File: config.mk
export PLATFORM = sky130hd
export DESIGN_NAME = window_addr_gen
export DESIGN_NICKNAME = d
export VERILOG_FILES = /design/src/rtl/window_addr_gen.sv
export SDC_FILE = /design/constraint.sdc
export NUM_CORES = 1
export LEC_CHECK = 0
export BUFFER_PORTS_ARGS = -buffer_cell sky130_fd_sc_hd__buf_2
export CORE_MARGIN = 4
export CORE_UTILIZATION = 32
export DETAILED_ROUTE_END_ITERATION = 6
export GPL_ROUTABILITY_DRIVEN = 0
export SYNTH_ARGS = -nofsm -noshare
export SYNTH_HDL_FRONTEND = slang
export SYNTH_SLANG_ARGS = --single-unit
export TNS_END_PERCENT = 10
File: constraint.sdc
create_clock -name clk -period 12.4 [get_ports clk]
set_clock_uncertainty 0.1 [all_clocks]
set_input_delay 2.48 -clock clk [delete_from_list [all_inputs] [get_ports clk]]
set_output_delay 2.48 -clock clk [all_outputs]
set_load 0.03 [all_outputs]
File: src/rtl/window_addr_gen.sv
// Streams the linear address of every tap of a (2r+1)x(2r+1) window for each strided
// centre of a frame. Define BORDER_CLAMP_EN to add edge-replication clamping (border_mode).
module window_addr_gen #(
    parameter int ROW_W    = 11,
    parameter int COL_W    = 11,
    parameter int MAX_RAD  = 3,
    parameter int RAD_W    = 2,
    parameter int STRIDE_W = 2
) (
    input  logic                   clk,
    input  logic                   rst,
    input  logic                   start,
    input  logic [ROW_W-1:0]       row_max,
    input  logic [COL_W-1:0]       col_max,
    input  logic [RAD_W-1:0]       radius,
    input  logic [STRIDE_W-1:0]    stride,
`ifdef BORDER_CLAMP_EN
    input  logic                   border_mode,
`endif
    input  logic                   out_ready,
    output logic                   out_valid,
    output logic [ROW_W+COL_W-1:0] address,
    output logic                   addr_in_image,
    output logic                   win_first,
    output logic                   win_last,
    output logic [ROW_W-1:0]       center_row,
    output logic [COL_W-1:0]       center_col,
    output logic                   busy,
    output logic                   done
);
    localparam int AW  = ROW_W + COL_W;
    localparam int TRW = ROW_W + 2;
    localparam int TCW = COL_W + 2;
    localparam logic [RAD_W-1:0] MAX_RAD_V = RAD_W'(MAX_RAD);

    // state | meaning
    // IDLE  | waiting for start, config inputs are sampled here
    // RUN   | presenting taps, advancing on out_valid && out_ready
    // DONE  | one-cycle done pulse, then back to IDLE
    typedef enum logic [1:0] {IDLE, RUN, DONE} state_t;

    state_t                state_q, state_d;
    logic [ROW_W-1:0]      row_max_q, row_max_d;
    logic [COL_W-1:0]      col_max_q, col_max_d;
    logic [RAD_W-1:0]      rad_q, rad_d;
    logic [STRIDE_W-1:0]   stride_q, stride_d;
    logic [ROW_W-1:0]      crow_q, crow_d;
    logic [COL_W-1:0]      ccol_q, ccol_d;
    logic signed [RAD_W:0] dr_q, dr_d, dc_q, dc_d;
    logic [AW-1:0]         address_q, address_d;
    logic                  in_image_q, in_image_d;
    logic                  win_first_q, win_first_d;
    logic                  win_last_q, win_last_d;
`ifdef BORDER_CLAMP_EN
    logic                  border_q, border_d;
`endif

    logic                  load_tap;
    logic                  clamp_en;
    logic [RAD_W-1:0]      rad_sat;
    logic [STRIDE_W-1:0]   stride_eff;
    logic signed [RAD_W:0] rad_in_s, rad_s, rad_d_s;
    logic [COL_W:0]        ccol_next;
    logic [ROW_W:0]        crow_next;
    logic [TRW-1:0]        dr_ext;
    logic [TCW-1:0]        dc_ext;
    logic signed [TRW-1:0] tap_row;
    logic signed [TCW-1:0] tap_col;
    logic                  row_in, col_in;
    logic [ROW_W-1:0]      row_use;
    logic [COL_W-1:0]      col_use;
    logic [AW-1:0]         prod;

`ifdef BORDER_CLAMP_EN
    assign clamp_en = border_d;
`else
    assign clamp_en = 1'b0;
`endif

    always_comb begin
        rad_sat    = (radius > MAX_RAD_V) ? MAX_RAD_V : radius;
        stride_eff = (stride == '0) ? STRIDE_W'(1) : stride;
        rad_in_s   = $signed({1'b0, rad_sat});
        rad_s      = $signed({1'b0, rad_q});
        ccol_next  = {1'b0, ccol_q} + (COL_W+1)'(stride_q);
        crow_next  = {1'b0, crow_q} + (ROW_W+1)'(stride_q);
        state_d    = state_q;
        row_max_d  = row_max_q;
        col_max_d  = col_max_q;
        rad_d      = rad_q;
        stride_d   = stride_q;
        crow_d     = crow_q;
        ccol_d     = ccol_q;
        dr_d       = dr_q;
        dc_d       = dc_q;
`ifdef BORDER_CLAMP_EN
        border_d   = border_q;
`endif
        load_tap   = 1'b0;
        unique case (state_q)
            IDLE: begin
                if (start) begin
                    row_max_d = row_max;
                    col_max_d = col_max;
                    rad_d     = rad_sat;
                    stride_d  = stride_eff;
`ifdef BORDER_CLAMP_EN
                    border_d  = border_mode;
`endif
                    crow_d    = '0;
                    ccol_d    = '0;
                    dr_d      = -rad_in_s;
                    dc_d      = -rad_in_s;
                    if (row_max == '0 || col_max == '0) begin
                        state_d = DONE;
                    end else begin
                        state_d  = RUN;
                        load_tap = 1'b1;
                    end
                end
            end
            RUN: begin
                if (out_ready) begin
                    if (dr_q != rad_s) begin
                        dr_d     = dr_q + (RAD_W+1)'(1);
                        load_tap = 1'b1;
                    end else begin
                        dr_d = -rad_s;
                        if (dc_q != rad_s) begin
                            dc_d     = dc_q + (RAD_W+1)'(1);
                            load_tap = 1'b1;
                        end else begin
                            dc_d = -rad_s;
                            if (ccol_next < {1'b0, col_max_q}) begin
                                ccol_d   = ccol_next[COL_W-1:0];
                                load_tap = 1'b1;
                            end else if (crow_next < {1'b0, row_max_q}) begin
                                ccol_d   = '0;
                                crow_d   = crow_next[ROW_W-1:0];
                                load_tap = 1'b1;
                            end else begin
                                state_d = DONE;
                            end
                        end
                    end
                end
            end
            DONE:    state_d = IDLE;
            default: state_d = IDLE;
        endcase
    end

    // Tap attributes are computed from the next coordinates so that address, flags
    // and centre all land in their registers on the same edge.
    always_comb begin
        dr_ext  = {{(TRW-RAD_W-1){dr_d[RAD_W]}}, dr_d};
        dc_ext  = {{(TCW-RAD_W-1){dc_d[RAD_W]}}, dc_d};
        tap_row = $signed({2'b00, crow_d}) + $signed(dr_ext);
        tap_col = $signed({2'b00, ccol_d}) + $signed(dc_ext);
        row_in  = !tap_row[TRW-1] && (tap_row < $signed({2'b00, row_max_d}));
        col_in  = !tap_col[TCW-1] && (tap_col < $signed({2'b00, col_max_d}));
        if (tap_row[TRW-1])  row_use = '0;
        else if (!row_in)    row_use = row_max_d - ROW_W'(1);
        else                 row_use = tap_row[ROW_W-1:0];
        if (tap_col[TCW-1])  col_use = '0;
        else if (!col_in)    col_use = col_max_d - COL_W'(1);
        else                 col_use = tap_col[COL_W-1:0];
        prod    = AW'(row_use) * AW'(col_max_d) + AW'(col_use);
        rad_d_s = $signed({1'b0, rad_d});
        address_d   = address_q;
        in_image_d  = in_image_q;
        win_first_d = win_first_q;
        win_last_d  = win_last_q;
        if (load_tap) begin
            in_image_d  = row_in && col_in;
            address_d   = ((row_in && col_in) || clamp_en) ? prod : '0;
            win_first_d = (dr_d == -rad_d_s) && (dc_d == -rad_d_s);
            win_last_d  = (dr_d == rad_d_s) && (dc_d == rad_d_s);
        end
    end

    always_ff @(posedge clk) begin
        if (rst) begin
            state_q     <= IDLE;
            row_max_q   <= '0;
            col_max_q   <= '0;
            rad_q       <= '0;
            stride_q    <= '0;
            crow_q      <= '0;
            ccol_q      <= '0;
            dr_q        <= '0;
            dc_q        <= '0;
            address_q   <= '0;
            in_image_q  <= 1'b0;
            win_first_q <= 1'b0;
            win_last_q  <= 1'b0;
`ifdef BORDER_CLAMP_EN
            border_q    <= 1'b0;
`endif
        end else begin
            state_q     <= state_d;
            row_max_q   <= row_max_d;
            col_max_q   <= col_max_d;
            rad_q       <= rad_d;
            stride_q    <= stride_d;
            crow_q      <= crow_d;
            ccol_q      <= ccol_d;
            dr_q        <= dr_d;
            dc_q        <= dc_d;
            address_q   <= address_d;
            in_image_q  <= in_image_d;
            win_first_q <= win_first_d;
            win_last_q  <= win_last_d;
`ifdef BORDER_CLAMP_EN
            border_q    <= border_d;
`endif
        end
    end

    assign out_valid     = (state_q == RUN);
    assign busy          = (state_q == RUN);
    assign done          = (state_q == DONE);
    assign address       = address_q;
    assign addr_in_image = in_image_q;
    assign win_first     = win_first_q;
    assign win_last      = win_last_q;
    assign center_row    = crow_q;
    assign center_col    = ccol_q;
endmodule
# After elaboration in Yosys (flattened, before gate mapping)
# Index checks and enable logic that the tools add are counted.
# classes
muxes,52
reduce_logical,14
eq_ne,14
mul,1
n_addsub,12
magnitude_cmp,5
# op_table
cell,n
11-bit 2-to-1 mux,20
11-bit one-hot mux with 2 select lines,2
12-bit by 3-bit adder with 13-bit output,2
13-bit by 12-bit < comparator with 1-bit output,2
11-bit by 2-bit adder with 12-bit output,2
12-bit by 11-bit < comparator with 1-bit output,2
22-bit by 11-bit adder with 22-bit output,1
11-bit logical NOT,2
11-bit by 11-bit multiplier with 22-bit output,1
2-bit 2-to-1 mux,11
22-bit 2-to-1 mux,1
11-bit by 1-bit subtractor with 11-bit output (second input constant),2
3-bit 2-to-1 mux,7
3-bit == test,4
2-bit != test (second input constant),6
3-bit one-hot mux with 2 select lines,2
2-bit negator with 3-bit output,3
1-bit 2-to-1 mux,7
3-bit by 2-bit adder with 3-bit output (second input constant),2
3-bit != test,2
6-bit AND reduction,1
1-bit logical AND,5
2-bit logical NOT,2
2-bit one-hot mux with 2 select lines,1
7 further kinds,8
# word_totals
inputBits,30
ff_bits,81
out_inout_bits,50
wordCells,111

# Logic depth before layout (Yosys ltp)
# logic_depth
depth_word,16
depth_mapped,54
ltp_nobuf,53

# Least setup slack after synthesis
# Ideal clock, no wire load.
# synth_timing
kind,in2reg
startpoint,in out_ready
endpoint,reg address_q[18] (netlist: address[18])
setup_ns,0.117
stages,40
slack_ns,0.303
arrival_time_ns,11.881
path_cell_list,nand3_2 -> or2_2 -> nor3_2 -> o21ai_0 -> a22o_1 -> ha_1 -> fa_1 -> a211oi_1 -> nor2_1 -> o21a_1 -> o22ai_1 -> xor2_1 -> inv_1 -> ha_1 -> nand2_1 -> nor2_1 -> a221oi_1 -> o21ai_0 -> [... 4 more ...] -> nor2_1 -> nand2_1 -> fa_1 -> fa_1 -> inv_1 -> fa_1 -> fa_1 -> inv_1 -> fa_1 -> inv_1 -> ha_1 -> and4_1 -> a2111oi_0 -> nor2_1 -> o31a_1 -> nor2_1 -> xnor2_1 -> a22o_1
# synth_via
elab_chain_len,10
# synth_rtl
item,line_no,source
from (decl),20,"input logic out_ready,"
11-bit 2-to-1 mux (*),123,if (out_ready) begin
11-bit one-hot mux with 2 select lines (*),100,unique case (state_q)
net crow_d[0],47,"logic [ROW_W-1:0] crow_q, crow_d;"
12-bit by 3-bit adder with 13-bit output (*),158,"tap_row = $signed({2'b00, crow_d}) + $signed(dr_ext);"
13-bit by 12-bit < comparator with 1-bit output or 1-bit logical NOT (tied branches),160,"row_in = !tap_row[TRW-1] && (tap_row < $signed({2'b00, row_max_d}));"
1-bit logical AND,160,
11-bit 2-to-1 mux,163,else if (!row_in) row_use = row_max_d - ROW_W'(1);
11-bit 2-to-1 mux,162,if (tap_row[TRW-1]) row_use = '0;
11-bit by 11-bit multiplier with 22-bit output,168,prod = AW'(row_use) * AW'(col_max_d) + AW'(col_use);
22-bit by 11-bit adder with 22-bit output,168,
22-bit 2-to-1 mux (*),176,address_d = ((row_in && col_in) || clamp_en) ? prod : '0;
to (signal assigned),210,address_q <= address_d;
to (decl),50,"logic [AW-1:0] address_q, address_d;"
# Mark *: on every way through the listed nets, which the timed path passes. The rest lies on a longest branch.
# A chain may end at the register's enable or synchronous reset.

# Worst setup path in the final report
# layout_timing
startpoint,reg stride_q[1]
endpoint,reg address_q[21] (netlist: address[21])
# layout_via
elab_chain_len,16
# layout_rtl
item,line_no,source
from (decl),46,"logic [STRIDE_W-1:0] stride_q, stride_d;"
from (signal assigned),205,stride_q <= stride_d;
11-bit by 2-bit adder with 12-bit output,86,"crow_next = {1'b0, crow_q} + (ROW_W+1)'(stride_q);"
12-bit by 11-bit < comparator with 1-bit output,137,"end else if (crow_next < {1'b0, row_max_q}) begin"
11-bit 2-to-1 mux,137,
11-bit 2-to-1 mux (*),134,"if (ccol_next < {1'b0, col_max_q}) begin"
11-bit 2-to-1 mux (*),129,if (dc_q != rad_s) begin
11-bit 2-to-1 mux (*),124,if (dr_q != rad_s) begin
11-bit 2-to-1 mux (*),123,
11-bit one-hot mux with 2 select lines (*),100,
net crow_d[7],47,
12-bit by 3-bit adder with 13-bit output (*),158,
13-bit by 12-bit < comparator with 1-bit output or 1-bit logical NOT (tied branches),160,
1-bit logical AND,160,
11-bit 2-to-1 mux,163,
11-bit 2-to-1 mux,162,
11-bit by 11-bit multiplier with 22-bit output,168,
22-bit by 11-bit adder with 22-bit output,168,
22-bit 2-to-1 mux (*),176,
# Marks and branches as above.

==> flow_summary_export.csv <==
group,metric,value,unit
status,outcome,"finished, final reports clean",
sta,max_freq,84.00,MHz
sta,period_minus_slack,11910,ps
sta,fin_crit_sh,96.01,%
floorplan,die_area,0.03704,mm2
grt,grt_pass1_wl,49730,um
synthesis,ys_types,80,
sta,drv_slew,0,
setup_path,rr_startpoint,"stride_q[1]$_SDFFE_PP0P_",
sta,slew_headroom,37.63,%
synthesis,synthXorXnorAreaFrac,5.379,%
setup_path,crit_path_end_kind,"flop",
drt,drt-wirelength-per-cell,16.13,um
sta,hold_violations,0,
finish,final_cell_mix,"inv_1, nand2_1, ha_1",
sta,hold_ws,348.2,ps
clock_network,cts_buffer_depth,2,
setup_path,cp.arrival,12070,ps
clock_network,cts_made_buffers,9,
grt,grt_overflow,0,
floorplan,start_util,32.47,%
drt,post-route-drc-count,0,
synthesis,synth-seq-cells,81,
place,dp.cells,1855,
finish,final_common_cell,"inv_1",
finish,fin_util,37.61,%
clock_network,root_buffer,"clkbuf_16",
setup_path,slowest_stage,"fa_1",
clock_network,clk_pin_slew,80,ps
setup_path,critical_path_required,12560,ps
pwr,total_power,0.001665,W
synthesis,yosysWarningCount,0,
grt,grt_pass1_vias,9322,
clock_network,hold_buffers,0,
finish,seq_area,0.001628,mm2
finish,diodes,0,
pwr,total_leakage_power,6.110,nW
synthesis,synthAdderAreaFrac,32.87,%
finish,multi_input_area,0.008579,mm2
drt,drt_wl_total,30300,um
grt,track_usage,16.73,%
grt,antenna_found_initial,0,
drt,route.vias.total,9586,
clock_network,cts_tree,"yes",
synthesis,synth_area_per_cell,8.247,um2
floorplan,core_region_area,0.03353,mm2
drt,drtAntennaViolNets,0,
grt,grt_max_degree,62,
clock_network,htree_levels,3,
synthesis,synthSimpleGateAreaFrac,18.63,%
synthesis,synth_area,0.01089,mm2
setup_path,reg2reg_slack,490,ps
hold_path,min_from,"win_last$_SDFFE_PP0P_",
setup_path,crit_type,"reg2reg",
pwr,p_per_area,132.0,mW/mm2
synthesis,synth_nets,1579,
place,port_buffers,79,
hold_path,worstHoldPathType,"reg2reg",
synthesis,yosys_most_used_dff,"dfxtp_1",
synthesis,synthMuxAreaShare,4.241,%
place,dp_hpwl,24620,um
sta,setup_viol,0,
drt,vias_per_cell,5.102,
pwr,ir_drop,89.43,uV
drt,first_pass_iters,5,
floorplan,die_w,192.4,um
sta,worst_slew_pin_slew,925.7,ps
synthesis,ys_seq_area_share,14.89,%
synthesis,netlist_instances,1320,
setup_path,cpPeakStageDelay,540,ps
synthesis,synth_edf_count,0,
finish,layout-drive-gt1-share,16.63,%
floorplan,rows,67,
synthesis,synth-compound-area-share,16.29,%
synthesis,synth_top_family_by_area,"adder cells",
finish,fin_nets,1685,
synthesis,synthArstFlopShare,0,%
floorplan,ios,80,
finish,syn_to_final_growth,15.84,%
drt,first_iter_violations,613,
floorplan,die_y,192.4,um
setup_path,start_kind,"flop",
setup_path,crit_fanout,7,
finish,n_fill_cell,3471,
run,cap_violations,0,
finish,fin_cells,1879,
clock_network,clk_latency,380,ps
setup_path,crit_start,"stride_q[1]$_SDFFE_PP0P_",
clock_network,clkSinkCount,81,
[per-stage QoR]
stage	setup WS, ps	setup TNS [ps]	cell area, um2
2_1_floorplan	302.7	0	10890
3_3_place_gp	-56.81	-142.7	12050
3_5_place_dp	-124.8	-158.8	12050
4_1_cts	4.266	0	12410
5_1_grt	-60.77	-92.59	12610
6_report	494.8	0	12610
[report_power, final]
part / leakage, nW / internal [W] / switching, W
sequential: 0.661 / 0.000273 / 0.0000127
clock: 0.172 / 0.000199 / 0.000130
combinational: 5.28 / 0.000432 / 0.000618
total: 6.11 / 0.000904 / 0.000761
[cell type report]
cell class,instances,area share (%)
multi-input cells,1029,68.03
flip-flops and latches,81,12.91
repair buffers,139,6.905
inverters,166,4.941
well taps,448,4.445
clock buffers,9,1.786
clock inverters,7,0.9822
[logic make-up after synthesis]
kind of cell | count (synthesis)
adders and majority gates | 229
buffers and inverters | 210
and+or+nand+nor | 434
DFF | 81
xor gates and xnor gates | 66
AOI/OAI and AO/OA | 262
muxes | 38
[cell usage after synthesis, types with 10 or more instances]
library cell  count  area [um2]
or3_1            14       87.58
dfxtp_1          81        1622
inv_1           157       589.3
o21ai_0          38       190.2
ha_1            134        1677
xnor2_1          44       385.4
o21a_1           13       97.59
fa_1             95        1902
a21oi_1          70       350.3
a22o_1           24       210.2
a211oi_1         11       82.58
nor2_1          124       465.5
clkbuf_1         28       105.1
mux2i_1          27       270.3
nand3_1          25       125.1
a31oi_1          10       62.56
nor3_1           39       195.2
a21o_1           25       187.7
xor2_1           21       183.9
nand2_1         142       533.0
nor2b_1          22       137.6
nand2b_1         13       81.33
[registers in the layout, indices dropped and copies added (netlist names)]
signal         flops
address           22
center_col        11
center_row        11
col_max_q         11
row_max_q         11
dc_q               3
dr_q               3
rad_q              2
state_q            2
stride_q           2
addr_in_image      1
win_first          1
win_last           1
[worst paths after layout]
path,endpoint,depth (start not counted)
worst min-delay path,win_last$_SDFFE_PP0P_,2
worst max register to register,address[21]$_SDFFE_PP0P_,49
worst max-delay path,address[21]$_SDFFE_PP0P_,49
worst min register to register,win_last$_SDFFE_PP0P_,2
[timing repair]
item                                    CTS  global route
endpoints found under the hold margin     0             0
pin swaps                                 0            10
endpoints found under the setup margin    4            10
gates resized for setup                   2            42
setup buffers                             0             8
[per-layer routing]
metal	routed length, um	vias up	GRT usage [%]
li1	-	4718	-
met1	14340	4552	23.66
met2	13510	281	25.79
met3	1953	35	3.944
met4	497	0	4.169
met5	0	-	0
[worst max-delay path, delay by kind of cell (launching register included)]
kind	cells	cell delay [ps]
flops	1	370
compound gates	20	3980
buf+inv	5	530
xor+xnor	2	430
fa+ha+maj	10	4040
mux	2	300
simple gates	10	2010
Note: power is estimated with default switching activity, not from simulation.
